<file path="src/rtl/ppu_branch_pkg.sv">
// Shared definitions for branch resolution: condition codes, flag bit positions, FSM states
// and the flag-condition evaluator used by the sequencer.
package ppu_branch_pkg;

    localparam logic [2:0] COND_NEVER = 3'b000;
    localparam logic [2:0] COND_Z     = 3'b001;
    localparam logic [2:0] COND_N     = 3'b010;
    localparam logic [2:0] COND_LE    = 3'b011;
    localparam logic [2:0] COND_C     = 3'b100;
    localparam logic [2:0] COND_CZ    = 3'b101;
    localparam logic [2:0] COND_V     = 3'b110;
    localparam logic [2:0] COND_NZ    = 3'b111;

    localparam int FLAG_Z = 3;
    localparam int FLAG_N = 2;
    localparam int FLAG_C = 1;
    localparam int FLAG_V = 0;

    localparam logic [1:0] ST_IDLE    = 2'd0;
    localparam logic [1:0] ST_WAIT    = 2'd1;
    localparam logic [1:0] ST_RESOLVE = 2'd2;

    function automatic logic cond_eval(input logic [2:0] cond, input logic [3:0] flags);
        logic res;
        case (cond)
            COND_NEVER: res = 1'b0;
            COND_Z:     res = flags[FLAG_Z];
            COND_N:     res = flags[FLAG_N];
            COND_LE:    res = (flags[FLAG_N] ^ flags[FLAG_V]) | flags[FLAG_Z];
            COND_C:     res = flags[FLAG_C];
            COND_CZ:    res = flags[FLAG_C] | flags[FLAG_Z];
            COND_V:     res = flags[FLAG_V];
            default:    res = ~flags[FLAG_Z];
        endcase
        return res;
    endfunction

endpackage

</file>
<file path="src/rtl/branch_cond_eval.sv">
// Combinational jump decision: BL always jumps, COMB jumps on condition xor tf, otherwise falls through.
// Zero latency, no flow control.
module branch_cond_eval
    import ppu_branch_pkg::*;
(
    input  logic [2:0] cond,
    input  logic       tf,
    input  logic       bl,
    input  logic       comb,
    input  logic [3:0] flags,
    output logic       jump
);

    always_comb begin
        jump = 1'b0;
        if (bl) begin
            jump = 1'b1;
        end else if (comb) begin
            jump = cond_eval(cond, flags) ^ tf;
        end
    end

endmodule

</file>
<file path="src/rtl/branch_sequencer.sv">
// Branch resolution sequencer: owns {Z,N,C,V}, waits out flag hazards, pulses redirect/resolved one cycle
// after accept (or after flag_pending drops); br_ready only in IDLE, ID holds the branch otherwise.
module branch_sequencer
    import ppu_branch_pkg::*;
#(
    parameter int ADDR_W   = 32,
    parameter int WAIT_MAX = 15
) (
    input  logic              clk,
    input  logic              reset_n,
    input  logic              br_valid,
    output logic              br_ready,
    input  logic              br_bl,
    input  logic              br_comb,
    input  logic              br_tf,
    input  logic [2:0]        br_cond,
    input  logic              br_nullify,
    input  logic [ADDR_W-1:0] br_target,
    input  logic              flag_we,
    input  logic [3:0]        flag_in,
    input  logic              flag_pending,
    input  logic              flush,
    output logic [3:0]        flags_q,
    output logic              stall,
    output logic              redirect,
    output logic [ADDR_W-1:0] redirect_pc,
    output logic              taken,
    output logic              resolved,
    output logic              nullify_ds,
    output logic              err_timeout
);

    localparam int               CNT_W   = $clog2(WAIT_MAX + 1);
    localparam logic [CNT_W-1:0] CNT_MAX = CNT_W'(WAIT_MAX);

    logic [1:0]        state;
    logic              live;
    logic              bl_q;
    logic              comb_q;
    logic              tf_q;
    logic [2:0]        cond_q;
    logic              null_q;
    logic [ADDR_W-1:0] target_q;
    logic              jump_q;
    logic [CNT_W-1:0]  cnt;

    logic              accept;
    logic              hazard;
    logic              in_idle;
    logic [3:0]        eval_flags;
    logic              jump;
    logic              out_pulse;

    assign in_idle    = (state == ST_IDLE);
    assign accept     = br_valid & br_ready;
    assign hazard     = br_comb & flag_pending & ~br_bl;
    assign eval_flags = flag_we ? flag_in : flags_q;

    // In IDLE the decision is made on the live ID fields, later on the latched copy.
    branch_cond_eval u_cond (
        .cond  (in_idle ? br_cond : cond_q),
        .tf    (in_idle ? br_tf   : tf_q),
        .bl    (in_idle ? br_bl   : bl_q),
        .comb  (in_idle ? br_comb : comb_q),
        .flags (eval_flags),
        .jump  (jump)
    );

    always_ff @(posedge clk or negedge reset_n) begin
        if (!reset_n) begin
            state       <= ST_IDLE;
            live        <= 1'b0;
            flags_q     <= 4'b0000;
            bl_q        <= 1'b0;
            comb_q      <= 1'b0;
            tf_q        <= 1'b0;
            cond_q      <= 3'b000;
            null_q      <= 1'b0;
            target_q    <= '0;
            jump_q      <= 1'b0;
            cnt         <= '0;
            err_timeout <= 1'b0;
        end else begin
            live <= 1'b1;
            if (flag_we) begin
                flags_q <= flag_in;
            end
            if (flush) begin
                state <= ST_IDLE;
                cnt   <= '0;
            end else begin
                case (state)
                    ST_IDLE: begin
                        if (accept) begin
                            bl_q     <= br_bl;
                            comb_q   <= br_comb;
                            tf_q     <= br_tf;
                            cond_q   <= br_cond;
                            null_q   <= br_nullify;
                            target_q <= br_target;
                            cnt      <= '0;
                            if (hazard) begin
                                state <= ST_WAIT;
                            end else begin
                                jump_q <= jump;
                                state  <= ST_RESOLVE;
                            end
                        end
                    end
                    ST_WAIT: begin
                        if (!flag_pending) begin
                            jump_q <= jump;
                            cnt    <= '0;
                            state  <= ST_RESOLVE;
                        end else if (cnt == CNT_MAX) begin
                            // Report only; the branch keeps waiting for its flags.
                            err_timeout <= 1'b1;
                        end else begin
                            cnt <= cnt + 1'b1;
                        end
                    end
                    ST_RESOLVE: state <= ST_IDLE;
                    default:    state <= ST_IDLE;
                endcase
            end
        end
    end

    assign out_pulse   = (state == ST_RESOLVE) & ~flush;
    assign br_ready    = live & in_idle;
    assign stall       = (state == ST_WAIT);
    assign resolved    = out_pulse;
    assign taken       = out_pulse & jump_q;
    assign redirect    = out_pulse & jump_q;
    assign redirect_pc = target_q;
    assign nullify_ds  = out_pulse & null_q & (bl_q | ~jump_q);

endmodule

</file>
<file path="config.mk">
export PLATFORM = sky130hd
export DESIGN_NAME = branch_sequencer
export DESIGN_NICKNAME = d
export VERILOG_FILES = /design/src/rtl/ppu_branch_pkg.sv /design/src/rtl/branch_cond_eval.sv /design/src/rtl/branch_sequencer.sv
export SDC_FILE = /design/constraint.sdc
export NUM_CORES = 1
export LEC_CHECK = 0
export ABC_AREA = 1
export CAP_MARGIN = 20
export CORE_ASPECT_RATIO = 1.1
export CORE_UTILIZATION = 55
export DETAILED_ROUTE_END_ITERATION = 10
export DONT_BUFFER_PORTS = 1
export PLACE_DENSITY = 0.76
export SLEW_MARGIN = 10
export SYNTH_ARGS = -nofsm -noshare
export SYNTH_HDL_FRONTEND = slang
export SYNTH_HIERARCHICAL = 1
export SYNTH_SLANG_ARGS = --single-unit
</file>
<file path="constraint.sdc">
create_clock -name clk -period 2.75 [get_ports clk]
set_input_delay 0.4125 -clock clk [delete_from_list [all_inputs] [get_ports clk]]
set_output_delay 0.4125 -clock clk [all_outputs]
set_load 0.02 [all_outputs]
</file>
==> impl_metrics.toml, run 1 <==
[run_status]
status = "finished, final reports clean"

[critical_path]
worstReg2RegEnd = "comb_q"
crit-reg2reg-launch = "state[0]"
worstRegToRegCells = 4
required_ns = 2.34
crit_path_cell_trace = "nand2_1 -> nor2_1 -> inv_1 -> a211oi_1"
crit_end = "nullify_ds"
startpoint_type = "flop"
crit_path_start = "state[1]"
cp_num_cells = 4
worst-path-buf-inv = 1
worst-setup-path-type = "flop to output port"
worst-path-max-fanout = 6
critical_path.slowest_cell = "a211oi_1"
cpPeakStageDelay_ns = 0.56
endpoint_class_of_the_critical_path = "output port"
cp_top_family = "compound AO/OA/AOI/OAI gates"
reg2reg_slack_ns = 0.68
data_arrival_time_of_the_critical_path_ns = 2.01

[min_path]
hold_class = "input pin to flop"

[power_and_ir_drop]
switchingPower_mw = 0.615
power.leakage_nw = 1.34
power_report.internal_total_mw = 1.31
clkPwrFrac_pct = 29.2
share_comb_of_total_power_pct = 12.8
worst_ir_drop_vdd_mv = 0.455
fin_total_pwr_mw = 1.92
swShare_pct = 32.0
power_density_nw_per_um2 = 734
pwr-share-seq_pct = 58.1

[grt]
first_global_vias = 1829
overflow = 0
antenna_found_initial = 0
track_usage_pct = 22.5
grt_start_max_net_pins = 53
first_pass_grt_wire_length_um = 8160

[cells_and_area]
num-nets-final = 337
layout.cells.most_common_list = "nand2_1 (94), dfrtp_1 (52), o21ai_0 (47)"
fillers = 395
num_antenna_cells = 0
layout_commonest_cell = "nand2_1"
syn2layout_area_growth_pct = 5.82
post_route_cells_drive_above_1_share_pct = 10.8

[floorplan]
core_area_um2 = 4320
fp.dieH_um = 72.3
initial_utilization_pct = 57.3
die_outline_area_um2 = 4770
rows = 25
floorplan.die.width_um = 65.9
io-pin-count = 92

[cts]
tritoncts = "done"
clockRootBuffer = "clkbuf_8"
postCtsSetupBuffers = 0
tritoncts_num_sinks = 52
worstSkewPairLatency_ns = 0.30
cts_max_path_buffers = 2
cts-htree-levels = 2
cts_made_buffers = 5
clkSlewWorstSetupHoldPaths_ns = 0.09

[timing]
rsz_0062_raised_after_global_routing = "no"
fin_hold_viols = 0
fin_setup_tns_ns = 0
min_clock_period_post_route_ns = 2.42
remaining_max_slew_budget_at_the_tightest_pin_pct = 54.8
period_share_pct = 88.1
max_freq_ghz = 0.413
finClkSkew_ns = 0.00693
setup_violations = 0
final_max_slew_viol_count = 0
worst-slew-pin-transition_ns = 0.674
worst_slack_ns = 0.327

[logic_synthesis]
avgSynthCellArea_um2 = 8.53
ys_seq_area_share_pct = 52.6
syn-cell-area_um2 = 2470
most_area_hungry_cell_type_in_the_yosys_netlist = "dfrtp_1"
yosys_warnings = 6
syn-instance-count = 290
postSynthRegisterBits = 52
synth.net_count = 340
synth_area_leaders = "dfrtp_1 (53%), nand2_1 (14%), o21ai_0 (9.5%)"
synth_largest_type_area_fraction_pct = 52.6
synth.distinct_cells = 28

[route]
finalWirelength_um = 4740
detail-route-antenna-nets = 0
firstDrtPassIters = 4
remaining_drc_errors = 0
post_drt_via_cell_ratio = 5.33
drt-initial-drc-count = 141
wl_per_cell_um = 13.8
num_vias = 1822

[placement]
post-place-ws_ns = 0.647
final_hpwl_from_detailed_placement_um = 3210
place.port_buffers = 0
finalWeightedCongestion = 0.811

[job]
max_cap_violations = 0
==> worst register-to-register path, cell delays in order, from the launching register on <==
cell	delay [ns]
dfrtp_1	0.49
nor3_4	0.42
nand2_4	0.29
nor2_8	0.58
o21ai_0	0.16
==> timing repair <==
item / 4_1_cts / 5_1_grt
gates resized for setup: 0 / 0
hold buffers: 2 / 0
endpoints found under the hold margin: 52 / 0
==> layer usage <==
layer	track usage, %	part of all wire [%]	vias to the layer above
met4	8.70	1.4	0
met3	7.08	8.1	6
met5	0	0	-
met2	38.4	50	66
met1	25.9	40	842
li1	-	-	908
==> per-stage QoR <==
stage	utilization [%]	hold WS (ns)	area (um2)	std cells
final	60.6	0.220	2620	342
after global routing	60.6	0.204	2620	342
after CTS	60.6	0.208	2620	342
after detailed placement	56.8	0.118	2450	332
after global placement	56.8	0.118	2450	332
after floorplan	-	0.117	2470	290
==> power groups by stage <==
stage	combinational, mW	sequential (mW)	clock (mW)
global route	0.293	1.13	0.609
detailed placement	0.227	1.13	0
CTS	0.249	1.12	0.582
floorplan	0.204	1.10	0
global placement	0.215	1.13	0
finish	0.245	1.12	0.561
==> cell usage after synthesis, drive strengths merged <==
cell / n
a21oi: 1
dfrtp: 52
o21ai: 49
ha: 1
xor2: 1
a211oi: 1
nand2: 106
buf: 6
clkbuf: 7
nand4: 3
conb: 1
nor2: 15
inv: 27
nand3: 9
nor3: 1
o21bai: 4
a21boi: 1
nand3b: 1
mux2: 4
==> kinds of logic after synthesis <==
group	share of synthesized area (%)
AO/OA/AOI/OAI	12.1
AND/OR/NAND/NOR	24.5
adder cells (fa/ha/maj)	0.506
buffers and inverters	7.95
flip-flops	52.6
other	0.152
XOR/XNOR	0.354
multiplexers	1.82
==> how the worst min path moves through the flow <==
stage / start / slack [ns] / depth (start not counted) / to
2_1_floorplan: reset_n / 0.12 / 0 / bl_q
5_1_grt: br_target[20] / 0.20 / 2 / redirect_pc[20]
6_report: br_target[13] / 0.22 / 2 / redirect_pc[13]
3_3_place_gp: reset_n / 0.12 / 0 / cnt[3]
4_1_cts: br_target[29] / 0.21 / 2 / redirect_pc[29]
3_5_place_dp: reset_n / 0.12 / 0 / jump_q
==> state kept, by name, summed over array words and instances (netlist names) <==
signal and cells:
comb_q 1, err_timeout 1, tf_q 1, jump_q 1
cnt 4, null_q 1, flags_q 4, live 1
state 2, redirect_pc 32, bl_q 1, cond_q 3
==> final cells by class <==
cell class	count	area, um2	area share [%]
sequential	52	1300	49.7
multi-input combinational	198	975	37.3
inverter	27	101	3.87
clock buffer	7	96.3	3.68
tap	54	67.6	2.58
timing repair buffer	3	45.0	1.72
clock inverter	1	30.0	1.15
Power figures use the tool's default switching activity.
==> inputs of run 2 (changes only) <==
GPL_TIMING_DRIVEN = 0   (was not set)
==> impl_metrics.toml, run 2 (same netlist as run 1, synthesis figures left out) <==
[critical_path]
worst-path-buf-inv = 2
worstReg2RegEnd = "jump_q"
worst-path-max-fanout = 6
required_ns = 2.34
startpoint_type = "flop"
crit_path_cell_trace = "nand2_1 -> nor2_1 -> inv_1 -> nor2_1 -> buf_4"
data_arrival_time_of_the_critical_path_ns = 2.09
endpoint_class_of_the_critical_path = "output port"
worst-setup-path-type = "flop to output port"
worstRegToRegCells = 13
cp_top_family = "simple AND/OR/NAND/NOR gates"
reg2reg_slack_ns = 0.67
path_common_cell = "nor2_1"
critical_path.slowest_cell = "dfrtp_1"
cpPeakStageDelay_ns = 0.53
crit-reg2reg-launch = "state[0]"

[cells_and_area]
post_route_cells_drive_above_1_share_pct = 11.4
finalCoreUtilization_pct = 61.5
layoutNonFillerInstCount = 353
fillers = 410
largest_register_ffs = 32
layout.cells.most_common_list = "nand2_1 (94), dfrtp_1 (52), o21ai_0 (47)"
layout_commonest_cell = "nand2_1"
num_antenna_cells = 0
num-nets-final = 349
syn2layout_area_growth_pct = 7.39

[power_and_ir_drop]
power.leakage_nw = 1.36
power_report.internal_total_mw = 1.17
clkPwrFrac_pct = 22.5
worst_ir_drop_vdd_mv = 0.342
share_comb_of_total_power_pct = 14.8
switchingPower_mw = 0.613
swShare_pct = 34.4
power_density_nw_per_um2 = 671
pwr-share-seq_pct = 62.6

[min_path]
hold_class = "input pin to flop"
worst_hold_startpoint = "br_target[19]"
hold_end = "redirect_pc[19]"
min_delay_path_depth = 2

[grt]
grt_start_max_net_pins = 53
track_usage_pct = 22.0
first_pass_grt_wire_length_um = 7940
first_global_vias = 1819
overflow = 0
antenna_found_initial = 0

[route]
wl_per_cell_um = 13.7
finalWirelength_um = 4840
drt-initial-drc-count = 66
post_drt_via_cell_ratio = 5.35
detail-route-antenna-nets = 0
num_vias = 1887
remaining_drc_errors = 0
firstDrtPassIters = 4

[cts]
cts-htree-levels = 2
clockRootBuffer = "clkbuf_8"
cts_max_path_buffers = 2
postCtsSetupBuffers = 0
cts_made_buffers = 5
tritoncts = "done"
clkSlewWorstSetupHoldPaths_ns = 0.09
worstSkewPairLatency_ns = 0.30
number_of_buffers_inserted_by_hold_repair_at_cts = 2
tritoncts_num_sinks = 52
cts_resized = 0

[timing]
period_share_pct = 91.1
min_clock_period_post_route_ns = 2.50
setup_violations = 0
fin_hold_viols = 0
worst-slew-pin-transition_ns = 0.677
rsz_0062_raised_after_global_routing = "no"
remaining_max_slew_budget_at_the_tightest_pin_pct = 54.6
worst_slack_ns = 0.245
max_freq_ghz = 0.399
finClkSkew_ns = 0.00696
fin_setup_tns_ns = 0
final_max_slew_viol_count = 0

[job]
max_cap_violations = 0

[placement]
post-place-ws_ns = 0.418
place.port_buffers = 0
finalWeightedCongestion = 0.794
cell_count_post_placement = 344
final_hpwl_from_detailed_placement_um = 3560

[floorplan]
rows = 25
initial_utilization_pct = 57.3
die_outline_area_um2 = 4770
io-pin-count = 92
floorplan.die.width_um = 65.9
fp.dieH_um = 72.3
core_area_um2 = 4320

[run_status]
status = "finished, final reports clean"
run 2: cell types whose count changed in the layout (fill, tap and decap cells not counted):
cell,change
buf_12,+1
buf_4,+1
buf_6,+3
bufinv_16,-1
clkbuf_1,+8
clkbuf_8,-2
clkinv_2,+1
run 2: power groups by stage:
stage	Sequential [mW]	Clock, mW	Combinational [mW]
final	1.12	0.401	0.264
after floorplan	1.10	0	0.204
after CTS	1.12	0.415	0.269
after global placement	1.13	0	0.235
after detailed placement	1.13	0	0.248
after global routing	1.13	0.442	0.313
run 2: worst max path at each step:
stage,start,end,cells past startpoint
floorplan,flush,taken,7
global placement,flush,taken,7
detailed placement,flush,taken,7
CTS,state[1],taken,5
global route,state[1],taken,5
finish,state[1],taken,5
run 2: through the flow:
step                      hold slack (ns)  area [um2]  power (mW)
after floorplan                     0.117        2470        1.31
after global placement              0.118        2540        1.36
after detailed placement            0.118        2540        1.38
after CTS                           0.211        2660        1.80
after global routing                0.198        2660        1.89
final                               0.218        2660        1.78
run 2: final cells by class:
cell class	count	area, um2	area share (%)
sequential	52	1300	49.0
multi-input combinational	198	975	36.7
inverter	27	101	3.82
buffer	13	95.1	3.58
clock buffer	6	72.6	2.73
tap	54	67.6	2.54
timing repair buffer	2	37.5	1.41
clock inverter	1	5.00	0.189
run 2: worst register-to-register path, cell delays in order (launching register included):
cell	delay, ns
dfrtp_1	0.48
nor2_4	0.18
clkbuf_1	0.30
nand2_1	0.09
o21ai_0	0.20
nand2_1	0.13
o21ai_1	0.10
nand2_1	0.09
nand3_2	0.07
nand2_1	0.05
nand3_1	0.06
nand2_1	0.05
nand2_1	0.06
o21ai_0	0.08
run 2: per-layer routing:
metal	routed length, um	vias up	part of all wire (%)	global-route usage [%]
met3	408	9	8.4	7.39
met2	2480	67	51	38.7
li1	-	930	-	-
met4	72	0	1.5	7.97
met5	0	-	0	0
met1	1870	881	39	24.5
==> inputs of run 3 (changes only) <==
CTS_CLUSTER_SIZE = 16   (was not set)
SLEW_MARGIN = not set   (was 10)
==> results of run 3 <==
Final layout, timing and power as in run 2 (identical DEF).
